## config.mk

```make
export PLATFORM = sky130hd
export DESIGN_NAME = tick_sched_ctrl
export DESIGN_NICKNAME = d
export VERILOG_FILES = /design/src/rtl/tick_sched_ctrl.sv
export SDC_FILE = /design/constraint.sdc
export NUM_CORES = 1
export LEC_CHECK = 0
export ABC_AREA = 1
export BUFFER_PORTS_ARGS = -buffer_cell sky130_fd_sc_hd__buf_2
export CORE_MARGIN = 2
export CORE_UTILIZATION = 50
export CTS_BUF_LIST = sky130_fd_sc_hd__clkbuf_4
export CTS_CLUSTER_SIZE = 30
export DETAILED_ROUTE_END_ITERATION = 7
export PLACE_DENSITY = 0.71
export SLEW_MARGIN = 0
export SYNTH_ARGS = -nofsm -noshare
export SYNTH_HDL_FRONTEND = slang
export SYNTH_SLANG_ARGS = --single-unit
```

## constraint.sdc

```tcl
create_clock -name i_clk -period 4.1 [get_ports i_clk]
set_input_delay 0.41 -clock i_clk [delete_from_list [all_inputs] [get_ports i_clk]]
set_output_delay 0.41 -clock i_clk [all_outputs]
set_load 0.01 [all_outputs]
```

## src/rtl/tick_sched_ctrl.sv

```systemverilog
// tick_sched_ctrl: programmable game-tick scheduler with start/stop/pause/one-shot control
// Ports: i_clk/rst_n (async active-low); i_start, i_stop, i_pause, i_oneshot control;
//   i_div/i_div_valid/o_div_ready divisor handshake; o_tick one-cycle enable, o_phase
//   square wave, o_state (00 idle, 01 run, 10 pause); o_tick_cnt tick count since start.
// TICK_SCHED_STATS_EN: when defined, adds o_tick_cnt and its counter.
module tick_sched_ctrl #(
  parameter int WIDTH = 16,
  parameter int DEFAULT_DIV = 10
`ifdef TICK_SCHED_STATS_EN
  , parameter int CNT_W = 8
`endif
) (
  input  logic             i_clk,
  input  logic             rst_n,
  input  logic             i_start,
  input  logic             i_stop,
  input  logic             i_pause,
  input  logic             i_oneshot,
  input  logic [WIDTH-1:0] i_div,
  input  logic             i_div_valid,
  output logic             o_div_ready,
  output logic             o_tick,
  output logic             o_phase,
  output logic [1:0]       o_state
`ifdef TICK_SCHED_STATS_EN
  , output logic [CNT_W-1:0] o_tick_cnt
`endif
);
  typedef enum logic [1:0] {IDLE = 2'b00, RUN = 2'b01, PAUSE = 2'b10} state_t;
  state_t state, state_d;
  logic [WIDTH-1:0] div_q, pend_q, cnt, div_c;
  logic pend_v, oneshot_q, start, stop_run, cnt_en, wrap, xfer, direct;
  assign start = state == IDLE && i_start && !i_stop;
  assign stop_run = state != IDLE && i_stop;
  // the edge that releases a pause already counts, so P paused samples add exactly P cycles
  assign cnt_en = state != IDLE && !i_stop && !i_pause;
  assign wrap = cnt_en && cnt == div_q - WIDTH'(1);
  assign xfer = i_div_valid && !pend_v;
  assign div_c = i_div < WIDTH'(2) ? WIDTH'(2) : i_div;
  // a stopping edge goes straight to idle, so a divisor arriving then is applied directly
  assign direct = state == IDLE || i_stop;
  assign o_div_ready = !pend_v;
  assign o_state = state;
  always_comb begin
    state_d = state == IDLE ? (start ? RUN : IDLE) :
              i_stop ? IDLE :
              i_pause ? PAUSE :
              (wrap && oneshot_q) ? IDLE : RUN;
  end
  always_ff @(posedge i_clk or negedge rst_n)
    if (!rst_n) state <= IDLE;
    else state <= state_d;
  always_ff @(posedge i_clk or negedge rst_n)
    if (!rst_n) begin
      cnt <= '0;
      div_q <= WIDTH'(DEFAULT_DIV);
      pend_q <= '0;
      pend_v <= 1'b0;
      oneshot_q <= 1'b0;
      o_tick <= 1'b0;
      o_phase <= 1'b0;
    end else begin
      if (start) begin
        cnt <= '0;
        oneshot_q <= i_oneshot;
      end else if (stop_run) cnt <= '0;
      else if (cnt_en) cnt <= wrap ? '0 : cnt + WIDTH'(1);
      o_tick <= wrap;
      o_phase <= stop_run ? 1'b0 : o_phase ^ wrap;
      if (pend_v && (wrap || i_stop)) begin
        div_q <= pend_q;
        pend_v <= 1'b0;
      end else if (xfer && direct) div_q <= div_c;
      else if (xfer) begin
        pend_q <= div_c;
        pend_v <= 1'b1;
      end
    end
`ifdef TICK_SCHED_STATS_EN
  always_ff @(posedge i_clk or negedge rst_n)
    if (!rst_n) o_tick_cnt <= '0;
    else if (start) o_tick_cnt <= '0;
    else if (wrap) o_tick_cnt <= o_tick_cnt + CNT_W'(1);
`endif
endmodule

```

==> impl_metrics.toml, run 1 <==
[routing]
wl_per_cell_um = 12.6
top_layer = "met4"
drt_iter0_drc = 169
ant_nets = 0
firstDrtPassIters = 4
num_vias = 3017
routed_wirelength_um = 7440
wl_met3_um = 228
wl_met2_um = 3490
wl_met1_um = 3620
via_per_inst = 5.11
drcViolationCount = 0

[critical_path]
cp_cell_sequence = "inv_2 > nand2_1 > inv_1 > o21ai_2 > inv_2 > nor2_2 > inv_2 > nand2_1 > nand2_1"
critPathTopFamily = "simple AND/OR/NAND/NOR gates"
start_kind = "register"
crit_arrival_ps = 3100
critPathMaxFanout = 18
max_stage_delay_ps = 880
critPathBufInv = 4
critPathSlowestCell = "dfrtp_1"
critPathRequiredTime_ps = 4390
cp-end-kind = "register"
path_class = "register to register"

[synthesis]
yosys_most_used_dff = "dfrtp_1"
yosysSeqAreaShare = 0.389
synthArstFlopShare = 1.00
synth_cell_types = 41
synthesis.area_mm2 = 0.00348
synth_nets = 510
yosys_warnings = 0
syn_inst = 485
synth_area_per_cell_um2 = 7.17
ys_ff_latch = 54
synth_edf_count = 0

[run]
maxCapViolCount = 0

[power]
p_leak_nw = 1.92
p_sw_uw = 724
clkPwrFrac = 0.182
pwr-share-comb = 0.368
p_int_mw = 1.03
p_per_area_mw_per_mm2 = 470
p_seq_frac = 0.450
p_sw_frac = 0.413
ir_drop_uv = 271

[layout]
mostFrequentLayoutCells = "nand2_1 (167), inv_1 (55), dfrtp_1 (52)"
fin_util = 0.553
nFillCells = 663
drive_above_1_share = 0.151
diodes = 0
final_common_cell = "nand2_1"
nets = 534
syn_to_final_growth_pct = 7.34

[placed_design]
place_hpwl_um = 5780
portBuffers = 27
gp_congestion = 0.875

[timing]
fin_setup_tns_ps = 0
finalSetupViolations = 0
skew_ps = 15.6
period_minus_slack_ps = 2810
relSlewSlack = 0.490
tightest_slew_ps = 766
hold_violations = 0
rsz0062_at_grt = "no"
slew_viol_final = 0
clock.fmax_ghz = 0.356
period_share = 0.686

[clocking]
ctsHoldBuffers = 0
post-cts-setup-buffers = 0
cts_sinks = 54
cts.clk_slew.worst_paths_ps = 170
post_cts_resized = 0
cts-root-buf = "clkbuf_4"
cts-htree-levels = 2
cts_tree = "built"
clk_latency_ps = 390
clock_tree.buffer_depth = 2
cts_inserted_buffers = 5

[global_routing]
grt_pass1_wl_um = 13100
grt_max_degree = 55
grt-ovfl-total = 0
antenna_found_initial = 0
grt_pass1_vias = 2838
grt_usage = 0.215

[floorplanning]
rows = 30
start_util = 0.515
core_mm2 = 0.00676
die_y_um = 87.4
die_area_mm2 = 0.00764
fp.dieW_um = 87.4
boundaryPins = 28

[worst_hold_path]
min_path_type = "input pin to async pin"

[status]
status = "finished, final reports clean"
## flip-flops by register name (all words and copies together) (netlist names)
name and count:
cnt 16, div_q 16, pend_q 16, o_state 2, o_phase 1, o_tick 1
oneshot_q 1, pend_v 1
## layout make-up
cell class | count | area [um2] | share of cell area
tap | 80 | 100 | 0.0268
multi-input combinational | 355 | 1810 | 0.485
timing repair buffer | 28 | 143 | 0.0382
inverter | 65 | 244 | 0.0653
clock inverter | 2 | 38.8 | 0.0104
clock buffer | 6 | 45.0 | 0.0121
sequential | 54 | 1350 | 0.362
## worst paths after layout
kind / end / cells past startpoint / slack (ps) / from
setup / recovery: pend_q[0] / 9 / 1290 / pend_v
hold / removal: cnt[9] / 2 / 110 / rst_n
setup reg to reg: pend_q[0] / 9 / 1290 / pend_v
hold reg to reg: pend_q[4] / 2 / 500 / pend_q[4]
max in group asynchronous: pend_q[2] / 2 / 3520 / rst_n
min in group i_clk: oneshot_q / 3 / 200 / i_oneshot
## power groups by stage
stage                     sequential (mW)  clock [mW]  combinational [mW]
after floorplan                     0.755           0               0.539
after global placement              0.799           0               0.626
after detailed placement            0.801           0               0.646
after CTS                           0.790       0.321               0.649
after global routing                0.810       0.345               0.751
final                               0.790       0.320               0.645
## metal layers
metal,vias up,global-route usage
met4,0,0.0559
met3,9,0.0294
li1,1571,-
met1,1388,0.296
met2,49,0.357
met5,-,0
## through the flow
stage	hold slack [ps]	std cells	area, um2	setup WS (ps)	total power, mW
floorplan	114	485	3480	2000	1.29
global route	174	590	3730	914	1.91
global placement	460	582	3650	1450	1.43
CTS	138	590	3730	1260	1.76
detailed placement	464	582	3650	1300	1.45
finish	110	590	3730	1290	1.75
## cell usage after synthesis, types with 5 or more instances
library cell    n  area, um2
dfrtp_1        52       1300
inv_1          55        206
inv_2          10       37.5
nand2_1       167        627
nand3_1        44        220
nand3_2        11        110
nand4_1         7       43.8
nor2_1         38        143
nor2_2          7       43.8
nor4_1          5       31.3
o21ai_0        11       55.1
o22ai_1        10       62.6
xnor2_1         8       70.1
xor2_1         17        149
## kinds of logic after synthesis
logic type | Yosys count | share of synthesized area
AND/OR/NAND/NOR | 297 | 0.396
buffers and inverters | 76 | 0.0906
flip-flops | 54 | 0.389
AO/OA/AOI/OAI | 30 | 0.0496
XOR/XNOR | 26 | 0.0676
adder cells (fa/ha/maj) | 2 | 0.00719
No activity file was read; power rests on OpenSTA's default activity.
==> run 2, diff against run 1 <==
--- a/config.mk
+++ b/config.mk
@@ -5,14 +5,14 @@
 export SDC_FILE = /design/constraint.sdc
 export NUM_CORES = 1
 export LEC_CHECK = 0
-export ABC_AREA = 1
+export ABC_AREA = 0
 export BUFFER_PORTS_ARGS = -buffer_cell sky130_fd_sc_hd__buf_2
 export CORE_MARGIN = 2
 export CORE_UTILIZATION = 50
 export CTS_BUF_LIST = sky130_fd_sc_hd__clkbuf_4
 export CTS_CLUSTER_SIZE = 30
 export DETAILED_ROUTE_END_ITERATION = 7
-export PLACE_DENSITY = 0.71
+export PLACE_DENSITY = 0.72
 export SLEW_MARGIN = 0
 export SYNTH_ARGS = -nofsm -noshare
 export SYNTH_HDL_FRONTEND = slang
==> constraint.sdc (replaced) <==
create_clock -name i_clk -period 2.6 [get_ports i_clk]
set_input_delay 0.26 -clock i_clk [delete_from_list [all_inputs] [get_ports i_clk]]
set_output_delay 0.26 -clock i_clk [all_outputs]
set_load 0.01 [all_outputs]
==> run 2 against run 1 <==
The run now ends with negative hold slack, negative setup slack left. Largest cell class unchanged. Largest power group unchanged. Flip-flop and latch count unchanged. Combinational power increased by 46%. Maximum frequency decreased by 7.3%. Wire length increased by 9.2%. Clock power increased by 18%. Critical endpoint is now div_q[12]. Final cell count decreased by 17%. Count of clock-buffer cells in the layout unchanged. Worst hold slack got worse by 120 ps. Sequential share of layout area decreased by 2.1 points. Core utilization increased by 7.1 points.
==> impl_metrics.toml, run 2 <==
[status]
status = "complete, but fails checks"
failed_checks = "negative hold slack, negative setup slack"

[clocking]
cts_sinks = 54
ctsHoldBuffers = 0
cts_inserted_buffers = 5
clock_tree.buffer_depth = 2
cts-root-buf = "clkbuf_4"
cts.clk_slew.worst_paths_ps = 150
clk_latency_ps = 370
cts-htree-levels = 2
cts_tree = "built"

[layout]
nets = 437
syn_to_final_growth_pct = 20.6
multiInputGateArea_mm2 = 0.00194
design_area_mm2 = 0.00396
diodes = 0
drive_above_1_share = 0.276
register_area_mm2 = 0.00135
final_common_cell = "nand2_1"
reg_top3 = "cnt x16, div_q x16, pend_q x16"
fin_util = 0.624
nFillCells = 509
final_cells = 490
mostFrequentLayoutCells = "nand2_1 (66), dfrtp_1 (52), buf_4 (32)"

[global_routing]
grt_pass1_wl_um = 13500
grt_max_degree = 55
grt_usage = 0.229
antenna_found_initial = 0
grt_pass1_vias = 2816
grt-ovfl-total = 0

[power]
p_int_mw = 1.57
p_seq_frac = 0.466
pwr-share-comb = 0.380
p_leak_nw = 1.79
p_sw_uw = 905
ir_drop_uv = 449
power_mw = 2.47
p_per_area_mw_per_mm2 = 624
clkPwrFrac = 0.153
p_sw_frac = 0.366

[synthesis]
syn_inst = 363
yosysTopAreaCell = "dfrtp_1"
yosys_most_used_dff = "dfrtp_1"
synth_nets = 388
synth_edf_count = 0
synthesis.area_mm2 = 0.00329
yosys-top-cells-count = "nand2_1 (66), dfrtp_1 (52), nor2_1 (22)"
synth.area.top_cells = "dfrtp_1 (40%), nand2_1 (7.5%), a221o_1 (5.5%)"
synthArstFlopShare = 1.00
synth.most_common_cell = "nand2_1"
yosysSeqAreaShare = 0.412
ys_ff_latch = 54
synth_cell_types = 62
synth_area_per_cell_um2 = 9.05
yosysTopAreaCellShare = 0.396
yosys_warnings = 0

[routing]
routed_wirelength_um = 8120
wl_per_cell_um = 16.6
num_vias = 2945
via_per_inst = 6.01
drcViolationCount = 0
drt_iter0_drc = 242
ant_nets = 0
firstDrtPassIters = 7

[timing]
period_share = 1.17
period_minus_slack_ps = 3030
tightest_slew_ps = 1100
relSlewSlack = 0.264
hold_violations = 12
hold_ws_ps = -7.31
fin_ws_ps = -431
rsz0062_at_grt = "yes"
fin_setup_tns_ps = -12750
clock.fmax_ghz = 0.330
slew_viol_final = 0
finalSetupViolations = 36
skew_ps = 8.11

[placed_design]
place_hpwl_um = 5500
gp_congestion = 0.866
portBuffers = 27
place_inst = 477
placed_area_mm2 = 0.00370

[critical_path]
path_class = "register to register"
crit_arrival_ps = 3300
critPathMaxFanout = 16
start_kind = "register"
cp-end-kind = "register"
critPathRequiredTime_ps = 2870

[floorplanning]
rows = 29
die_y_um = 85.1
fp.dieW_um = 85.1
start_util = 0.518
core_mm2 = 0.00635
boundaryPins = 28
die_area_mm2 = 0.00724

[worst_hold_path]
min_path_type = "input pin to async pin"

[run]
maxCapViolCount = 0
[run 2: cell types whose count changed after synthesis, moves of 8 or more]
| cell | before | now |
|---|---|---|
| clkbuf_1 | 4 | 16 |
| o22ai_1 | 10 | 1 |
| nor2_1 | 38 | 22 |
| inv_1 | 55 | 19 |
| a222oi_1 | 0 | 14 |
| a221o_1 | 0 | 18 |
| nand3_2 | 11 | 0 |
| xor2_1 | 17 | 7 |
| inv_2 | 10 | 0 |
| xnor2_1 | 8 | 16 |
| nand3_1 | 44 | 10 |
| nand2_1 | 167 | 66 |
[run 2: final timing paths]
path                               to  slack (ps)  depth (start not counted)      start
hold reg to reg             pend_q[6]         530                          2  pend_q[6]
hold / removal                cnt[11]          -7                          2      rst_n
max in group asynchronous   div_q[14]        2150                          2      rst_n
setup / recovery            div_q[12]        -430                         11   div_q[0]
min in group i_clk         pend_q[11]         100                          3  i_div[11]
setup reg to reg            div_q[12]        -430                         11   div_q[0]
[run 2: power groups by stage]
| stage | registers, mW | clock network (mW) | logic, mW |
|---|---|---|---|
| floorplan | 1.14 | 0 | 0.599 |
| global placement | 1.16 | 0 | 0.832 |
| detailed placement | 1.17 | 0 | 0.858 |
| CTS | 1.15 | 0.391 | 0.902 |
| global route | 1.18 | 0.426 | 1.04 |
| finish | 1.15 | 0.379 | 0.941 |
[run 2: final cells by class]
cell class	count	share of cell area
clock buffers	6	0.0114
clock inverters	2	0.00347
inverters	19	0.0186
multi-input cells	268	0.489
flip-flops and latches	54	0.342
well taps	77	0.0243
repair buffers	64	0.111
[run 2: repair_timing]
| item | 4_1_cts | 5_1_grt |
|---|---|---|
| gates cloned | 2 | 0 |
| setup endpoints to repair | 36 | 36 |
| buffers inserted | 2 | 2 |
| pin swaps | 29 | 4 |
| resized for setup | 29 | 10 |
[run 2: critical path: stages, from the launching register on]
cell,delay (ps)
dfrtp_1,440
inv_4,70
ha_4,120
or4b_4,470
buf_6,140
or4_4,420
nor3b_4,220
o32ai_4,130
nor4_4,350
nor3_4,90
buf_12,160
a221o_1,320
[run 2: cell families (layout without fill, tap and decap cells)]
logic type | after synthesis | in the layout | share of synthesized area
AOI/OAI and AO/OA | 73 | 73 | 0.184
buffers and inverters | 43 | 91 | 0.0582
and+or+nand+nor | 164 | 166 | 0.263
DFF | 54 | 54 | 0.412
muxes | 4 | 4 | 0.0145
adders and majority gates | 2 | 2 | 0.00761
xor gates and xnor gates | 23 | 23 | 0.0613
[run 2: per-stage QoR]
step | setup slack [ps] | hold slack, ps
final | -431 | -7.31
after global routing | -548 | 30.5
after CTS | -476 | 6.06
after detailed placement | -497 | 423
after global placement | -460 | 432
after floorplan | -576 | -35.6
[run 2: layer usage]
metal	GRT usage	up-vias	wire length, um
li1	-	1432	-
met1	0.324	1398	3640
met2	0.373	102	3950
met3	0.0340	13	426
met4	0.0563	0	105
met5	0	-	0
